<file path="src/rtl/spi_slave_duplex.sv">
// Full-duplex SPI slave. Every SPI input is oversampled in the user_clk
// domain, so no flop is clocked by sclk. Received words appear on o_rx_data
// with an o_rx_evt strobe. Transmit words are taken through a one-entry
// holding register that uses a ready/valid handshake.
module spi_slave_duplex #(
  parameter logic                  MCS_VALID_LEVEL = 1'b0,
  parameter logic [1:0]            SCK_MODE        = 2'b10,
  parameter logic                  DATA_ENDIAN     = 1'b1,
  parameter int                    DATA_WIDTH      = 16,
  parameter logic [DATA_WIDTH-1:0] TX_IDLE_WORD    = '0
) (
  input  logic                  user_clk,
  input  logic                  user_rst,
  input  logic                  i_tx_valid,
  input  logic [DATA_WIDTH-1:0] i_tx_data,
  output logic                  o_tx_ready,
  output logic                  o_rx_evt,
  output logic [DATA_WIDTH-1:0] o_rx_data,
  output logic                  o_tx_underrun,
  output logic                  o_frame_err,
  input  logic                  mcs,
  input  logic                  sclk,
  input  logic                  mosi,
  output logic                  miso,
  output logic                  miso_oe
);

  localparam logic CPOL = SCK_MODE[1];
  localparam logic CPHA = SCK_MODE[0];
  localparam int   CNT_W = $clog2(DATA_WIDTH + 1);
  localparam logic [CNT_W-1:0] CNT_FULL = CNT_W'(DATA_WIDTH);

  typedef enum logic [1:0] {S_IDLE, S_LOAD, S_SHIFT} state_t;

  state_t state, state_nxt;

  logic [2:0] mcs_sr;
  logic [2:0] sclk_sr;
  logic [1:0] mosi_sr;

  logic                  hold_full;
  logic [DATA_WIDTH-1:0] hold_data;
  logic [DATA_WIDTH-1:0] tx_shreg;
  logic [DATA_WIDTH-1:0] rx_shreg;
  logic [CNT_W-1:0]      bit_cnt;

  logic mcs_act, mcs_rise;
  logic lead_edge, trail_edge, sample_edge, shift_edge;
  logic load_en, sample_en, shift_en, word_done, abort, tx_clear, tx_accept;
  logic [DATA_WIDTH-1:0] load_word;

  // Two synchroniser stages plus one edge-detect stage per SPI input.
  // The mcs chain resets to the active level. A chip select that is still
  // held across reset therefore does not look like a fresh activation, and
  // the block waits for mcs to go inactive and then active again.
  always_ff @(posedge user_clk or posedge user_rst) begin
    // NOTE: sequential state always uses non-blocking assignments, so every
    // flop samples the pre-edge values regardless of statement order.
    if (user_rst) begin
      mcs_sr  <= {3{MCS_VALID_LEVEL}};
      sclk_sr <= {3{CPOL}};
      mosi_sr <= '0;
    end else begin
      mcs_sr  <= {mcs_sr[1:0], mcs};
      sclk_sr <= {sclk_sr[1:0], sclk};
      mosi_sr <= {mosi_sr[0], mosi};
    end
  end

  assign mcs_act     = (mcs_sr[1] == MCS_VALID_LEVEL);
  assign mcs_rise    = mcs_act && (mcs_sr[2] != MCS_VALID_LEVEL);
  assign lead_edge   = (sclk_sr[2] == CPOL) && (sclk_sr[1] != CPOL);
  assign trail_edge  = (sclk_sr[2] != CPOL) && (sclk_sr[1] == CPOL);
  assign sample_edge = CPHA ? trail_edge : lead_edge;
  assign shift_edge  = CPHA ? lead_edge : trail_edge;

  assign tx_accept  = i_tx_valid && !hold_full;
  assign o_tx_ready = !hold_full;
  assign load_word  = hold_full ? hold_data : TX_IDLE_WORD;
  assign tx_clear   = abort || (load_en && !mcs_act);
  assign miso       = DATA_ENDIAN ? tx_shreg[DATA_WIDTH-1] : tx_shreg[0];
  assign miso_oe    = (state != S_IDLE);

  // FSM state register.
  always_ff @(posedge user_clk or posedge user_rst) begin
    if (user_rst) state <= S_IDLE;
    else          state <= state_nxt;
  end

  // Next-state decode and per-cycle datapath strobes.
  always_comb begin
    // NOTE: every output of this block gets a default first, so no path
    // leaves a signal unassigned and no latch is inferred.
    state_nxt = state;
    load_en   = 1'b0;
    sample_en = 1'b0;
    shift_en  = 1'b0;
    word_done = 1'b0;
    abort     = 1'b0;
    case (state)
      S_IDLE: if (mcs_rise) state_nxt = S_LOAD;
      S_LOAD: begin
        load_en   = 1'b1;
        state_nxt = mcs_act ? S_SHIFT : S_IDLE;
      end
      S_SHIFT: begin
        if (bit_cnt == CNT_FULL) begin
          word_done = 1'b1;
          state_nxt = S_LOAD;
        end else if (!mcs_act) begin
          abort     = 1'b1;
          state_nxt = S_IDLE;
        end else begin
          sample_en = sample_edge;
          // Shift only after at least one sample. This skips the first
          // leading edge when CPHA=1, and the trailing edge that follows the
          // last sample of the previous word when CPHA=0.
          shift_en  = shift_edge && (bit_cnt != '0);
        end
      end
      default: state_nxt = S_IDLE;
    endcase
  end

  // Tx holding register. An offer accepted in the same cycle as a load
  // from an empty register lands here, ready for the next word slot.
  always_ff @(posedge user_clk or posedge user_rst) begin
    if (user_rst) begin
      hold_full <= 1'b0;
      hold_data <= '0;
    end else begin
      if (tx_accept) begin
        hold_full <= 1'b1;
        hold_data <= i_tx_data;
      end else if (load_en) begin
        hold_full <= 1'b0;
      end
    end
  end

  // Tx shift register. Its head bit drives miso directly.
  always_ff @(posedge user_clk or posedge user_rst) begin
    if (user_rst) begin
      tx_shreg <= '0;
    end else if (tx_clear) begin
      tx_shreg <= '0;
    end else if (load_en) begin
      tx_shreg <= load_word;
    end else if (shift_en) begin
      if (DATA_ENDIAN) tx_shreg <= {tx_shreg[DATA_WIDTH-2:0], 1'b0};
      else             tx_shreg <= {1'b0, tx_shreg[DATA_WIDTH-1:1]};
    end
  end

  // Rx shift register and the count of bits sampled in the current word.
  always_ff @(posedge user_clk or posedge user_rst) begin
    if (user_rst) begin
      rx_shreg <= '0;
      bit_cnt  <= '0;
    end else begin
      if (load_en || abort) begin
        bit_cnt <= '0;
      end else if (sample_en) begin
        bit_cnt <= bit_cnt + CNT_W'(1);
        if (DATA_ENDIAN) rx_shreg <= {rx_shreg[DATA_WIDTH-2:0], mosi_sr[1]};
        else             rx_shreg <= {mosi_sr[1], rx_shreg[DATA_WIDTH-1:1]};
      end
    end
  end

  // Registered user-facing outputs: the rx word and one-cycle status pulses.
  always_ff @(posedge user_clk or posedge user_rst) begin
    if (user_rst) begin
      o_rx_evt      <= 1'b0;
      o_rx_data     <= '0;
      o_tx_underrun <= 1'b0;
      o_frame_err   <= 1'b0;
    end else begin
      o_rx_evt      <= word_done;
      o_tx_underrun <= load_en && !hold_full;
      o_frame_err   <= abort && (bit_cnt != '0);
      if (word_done) o_rx_data <= rx_shreg;
    end
  end

endmodule
</file>
<file path="config.mk">
export PLATFORM = sky130hd
export DESIGN_NAME = spi_slave_duplex
export DESIGN_NICKNAME = d
export VERILOG_FILES = /design/src/rtl/spi_slave_duplex.sv
export SDC_FILE = /design/constraint.sdc
export NUM_CORES = 1
export LEC_CHECK = 0
export ABC_AREA = 1
export CORE_UTILIZATION = 50
export DETAILED_ROUTE_END_ITERATION = 10
export GPL_TIMING_DRIVEN = 0
export PLACE_DENSITY = 0.73
export SYNTH_ARGS = -nofsm -noshare
export SYNTH_HDL_FRONTEND = slang
export SYNTH_SLANG_ARGS = --single-unit
</file>
<file path="constraint.sdc">
create_clock -name user_clk -period 3.24 [get_ports user_clk]
set_clock_uncertainty 0.2 [all_clocks]
set_input_delay 0.648 -clock user_clk [delete_from_list [all_inputs] [get_ports user_clk]]
set_output_delay 0.648 -clock user_clk [all_outputs]
set_load 0.005 [all_outputs]
</file>
Yosys cells after proc, flatten, opt, wreduce, memory -nomap -nowiden
Cells that the tools add are included.
{ "classes": {"bitwise_logic": 4, "reduce_logical": 19, "eq_ne": 5, "n_addsub": 1, "n_mux": 25} }
{ "ops": {"columns": ["operator", "n"], "rows": [
  ["two-way mux 16 bit", 4],
  ["two-way mux 1 bit", 14],
  ["two-way mux 5 bit", 2],
  ["logical AND 1 bit", 8],
  ["two-way mux 2 bit", 4],
  ["case mux 2 bit (3 select lines)", 1],
  ["nonzero test 2 bit", 3],
  ["adder 5 x 1 -> 5 bit (second input constant)", 1],
  ["== test 5 bit (second input constant)", 1],
  ["nonzero test 5 bit", 1],
  ["NOT 1 bit", 4],
  ["AND reduction 2 bit", 2],
  ["!= test 3 bit (second input constant)", 1],
  ["nonzero test 3 bit", 1],
  ["== test 2 x 1 -> 1 bit (second input constant)", 1],
  ["== test 2 bit (second input constant)", 1],
  ["zero test 2 bit", 1],
  ["logical OR 1 bit", 2],
  ["!= test 2 bit (second input constant)", 1],
  ["zero test 1 bit", 1]
]} }
{ "totals": {"wordCells": 67, "reg_bits": 83, "output_inout_bits": 22} }

Longest topological paths before layout
{ "logic_depth": {"depth_word": 9, "mapped_depth": 9, "ltp_nobuf": 8} }

Least setup slack after synthesis
No wires, ideal clock.
{ "synth_path": {"kind": "in2reg", "start": "input i_tx_valid", "end": "register hold_data[10]", "slack_ns": 1.632, "n_path_buf": 1, "t_required_ns": 2.915, "cell_stages": 3, "arrival_ns": 1.283, "path_cell_list": "nand2_2 -> buf_4 -> mux2_2"} }
{ "synth_between": {"elab_chain_len": 1} }
{ "synth_rtl": {"columns": ["item", "line_no", "text"], "rows": [
  ["from (decl)", "14", "input logic i_tx_valid,"],
  ["logical AND 1 bit", "77", "assign tx_accept = i_tx_valid && !hold_full;"],
  ["to (signal assigned)", "134", "hold_data <= i_tx_data;"],
  ["to (decl)", "42", "logic [DATA_WIDTH-1:0] hold_data;"]
]} }
No other way between the ends.
A chain may end at the register's enable or synchronous reset.

Worst setup path in the final report
{ "layout_path": {"start": "register hold_full", "end": "output o_tx_ready"} }
{ "layout_between": {"elab_chain_len": 1} }
{ "layout_rtl": {"columns": ["item", "line_no", "text"], "rows": [
  ["from (decl)", "41", "logic hold_full;"],
  ["from (signal assigned)", "129", "hold_full <= 1'b0;"],
  ["from (signal assigned)", "133", "hold_full <= 1'b1;"],
  ["from (signal assigned)", "136", "hold_full <= 1'b0;"],
  ["zero test 1 bit", "78", "assign o_tx_ready = !hold_full;"],
  ["to (decl)", "16", "output logic o_tx_ready,"]
]} }
No other way between the ends.

==> impl_metrics.py <==
metrics = {
    "status": {
        "status": "complete, no violations",
    },
    "clock_tree": {
        "root_buffer": "clkbuf_8",
        "cts_setup_buffers": 0,
        "cts_resized": 0,
        "clkSinkCount": 83,
        "clk_latency_ps": 350,
        "path_clk_slew_ps": 80,
        "numCtsBuffers": 9,
        "h-tree-depth": 3,
        "ctsHoldBuffers": 0,
        "clk_path_buf_depth": 2,
        "cts_tree": "done",
    },
    "logic_synthesis": {
        "ys_seq_area_share_pct": 57.6,
        "yosys_warnings": 0,
        "ys_ff_latch": 83,
        "synth-edff-count": 0,
        "synth.distinct_cells": 28,
        "syn_inst": 374,
        "synthFlopType": "dfrtp_1",
        "netlist_area_sq_um": 3610,
        "syn_avg_cell_area_sq_um": 9.67,
        "synth_nets": 398,
        "synth-async-reset-ratio_pct": 100,
    },
    "route": {
        "first_pass_iters": 4,
        "drcViolationCount": 0,
        "via_per_inst": 5.10,
        "ant_nets": 0,
        "wire_per_inst_um": 13.1,
        "wl_mm": 6.92,
        "vias": 2702,
        "drt_iter0_markers": 122,
    },
    "timing": {
        "relSlewSlack_pct": 69.8,
        "final.min_clock_period_ps": 2360,
        "drv_slew": 0,
        "rsz0062_at_grt": "false",
        "finalHoldViolations": 0,
        "holdWs_ps": 152,
        "tightest_slew_ps": 453,
        "setup_viol_count_final": 0,
        "period_share_pct": 72.8,
        "fmax_mhz": 424,
    },
    "global_routing": {
        "antenna_found_initial": 0,
        "grt_pass1_vias": 2664,
        "grt_max_degree": 52,
        "grt_use_total_pct": 21.5,
        "grt_overflow": 0,
        "grt_pass1_wl_mm": 12.3,
    },
    "cells_and_area": {
        "final_area_sq_um": 4420,
        "fillers": 591,
        "n_antenna_cell": 0,
        "multi_input_area_sq_um": 1300,
        "regArea_sq_um": 2080,
        "layout_common_cells": "nand2_1 (112), dfrtp_1 (80), clkdlybuf4s50_1 (43)",
        "area_growth_pct": 22.4,
        "final_common_cell": "nand2_1",
        "drive_gt1_share_pct": 16.1,
        "nNetsFinal": 453,
    },
    "pwr": {
        "peakVddDrop_mv": 0.445,
        "leakage_nw": 2.05,
        "powerDensity_nw_per_um2": 747,
    },
    "setup_path": {
        "worstSetupPathType": "register to output pin",
        "endpoint_kind": "output pin",
        "required_ps": 2390,
        "crit_fanout": 9,
        "critPathLaunchType": "register",
        "cp.arrival_ps": 1510,
    },
    "flow_run": {
        "drv_cap": 0,
    },
    "floorplan": {
        "die_h_um": 87.0,
        "core_sq_um": 6910,
        "die_x_um": 87.0,
        "dieArea_sq_um": 7570,
        "rows": 30,
        "pin_count": 44,
        "initial_core_util_pct": 52.3,
    },
    "worst_hold_path": {
        "hold_class": "register to register",
    },
    "place": {
        "placed_area_sq_um": 4200,
        "place_hpwl_mm": 4.95,
        "gpl.final_weighted_congestion": 0.819,
        "numPortBuffers": 43,
    },
}
layout make-up:
| cell class | count | share of cell area [%] |
|---|---|---|
| Sequential cell | 83 | 47.0 |
| Multi-Input combinational cell | 243 | 29.4 |
| Timing Repair Buffer | 44 | 10.4 |
| Clock buffer | 12 | 3.51 |
| Buffer | 18 | 2.74 |
| Tap cell | 96 | 2.71 |
| Inverter | 30 | 2.60 |
| Clock inverter | 4 | 1.67 |
layer usage:
metal  vias up  global-route usage, %  wire length, um
met5         -                      0                0
met4         0                   7.73               69
met3         7                   5.59              292
met2        75                   33.9             3310
met1      1310                   28.8             3250
li1       1310                      -                -
worst paths after layout:
check,start,endpoint,slack [ps],cells after the start
max,hold_full,o_tx_ready,880,3
min,mcs_sr[0],mcs_sr[1],150,0
max reg2reg,bit_cnt[0],o_rx_data[7],1440,8
min reg2reg,mcs_sr[0],mcs_sr[1],150,0
max in group asynchronous,user_rst,sclk_sr[2],1730,3
min in group asynchronous,user_rst,hold_data[4],450,2
power breakdown:
group / internal [mW] / switching [mW] / total, mW
clock network: 0.477 / 0.356 / 0.833
logic: 0.468 / 0.625 / 1.09
registers: 1.26 / 0.120 / 1.38
registers in the layout, indices dropped and copies added (netlist names):
signal,count
hold_data,16
o_frame_err,1
state,2
mosi_sr,2
o_rx_data,16
o_tx_underrun,1
mcs_sr,3
o_rx_evt,1
tx_shreg,16
sclk_sr,3
bit_cnt,5
hold_full,1
rx_shreg,16
cells by family after synthesis:
kind of cell	Yosys count	synth area share, %
buf+inv	48	6.47
flops	83	57.6
compound gates	52	7.62
simple gates	172	22.4
fa+ha+maj	2	0.692
xor+xnor	1	0.242
mux	16	4.98
cell usage after synthesis (2+ instances only):
cell type / count / area (sq um)
o21ai_0: 19 / 95.1
nand3_4: 3 / 52.6
nor2_4: 3 / 33.8
nor2_1: 17 / 63.8
nand2_1: 112 / 420
mux2_2: 16 / 180
nand2_2: 2 / 12.5
inv_2: 3 / 11.3
ha_1: 2 / 25.0
nand4_1: 3 / 18.8
buf_6: 5 / 56.3
dfstp_2: 3 / 78.8
o21ai_1: 30 / 150
nand2_4: 2 / 22.5
nand3_1: 26 / 130
inv_1: 27 / 101
clkbuf_1: 2 / 7.51
dfrtp_1: 80 / 2000
buf_2: 10 / 50.1
metrics by stage:
stage | setup slack (ps) | setup TNS, ps | std cells | power, mW | utilization [%]
floorplan | 260 | 0 | 374 | 2.19 | -
global placement | -1010 | -80960 | 513 | 2.44 | 60.3
detailed placement | 1060 | 0 | 514 | 2.48 | 60.7
CTS | 869 | 0 | 530 | 3.32 | 64.1
global route | 809 | 0 | 530 | 3.54 | 64.1
finish | 882 | 0 | 530 | 3.31 | 64.1
worst max-delay path, cell delays in order, from the launching register on:
cell and delay [ps]:
dfrtp_1 360, buf_2 170, inv_1 120, clkdlybuf4s50_1 510
Note: power is estimated with default switching activity, not from simulation.
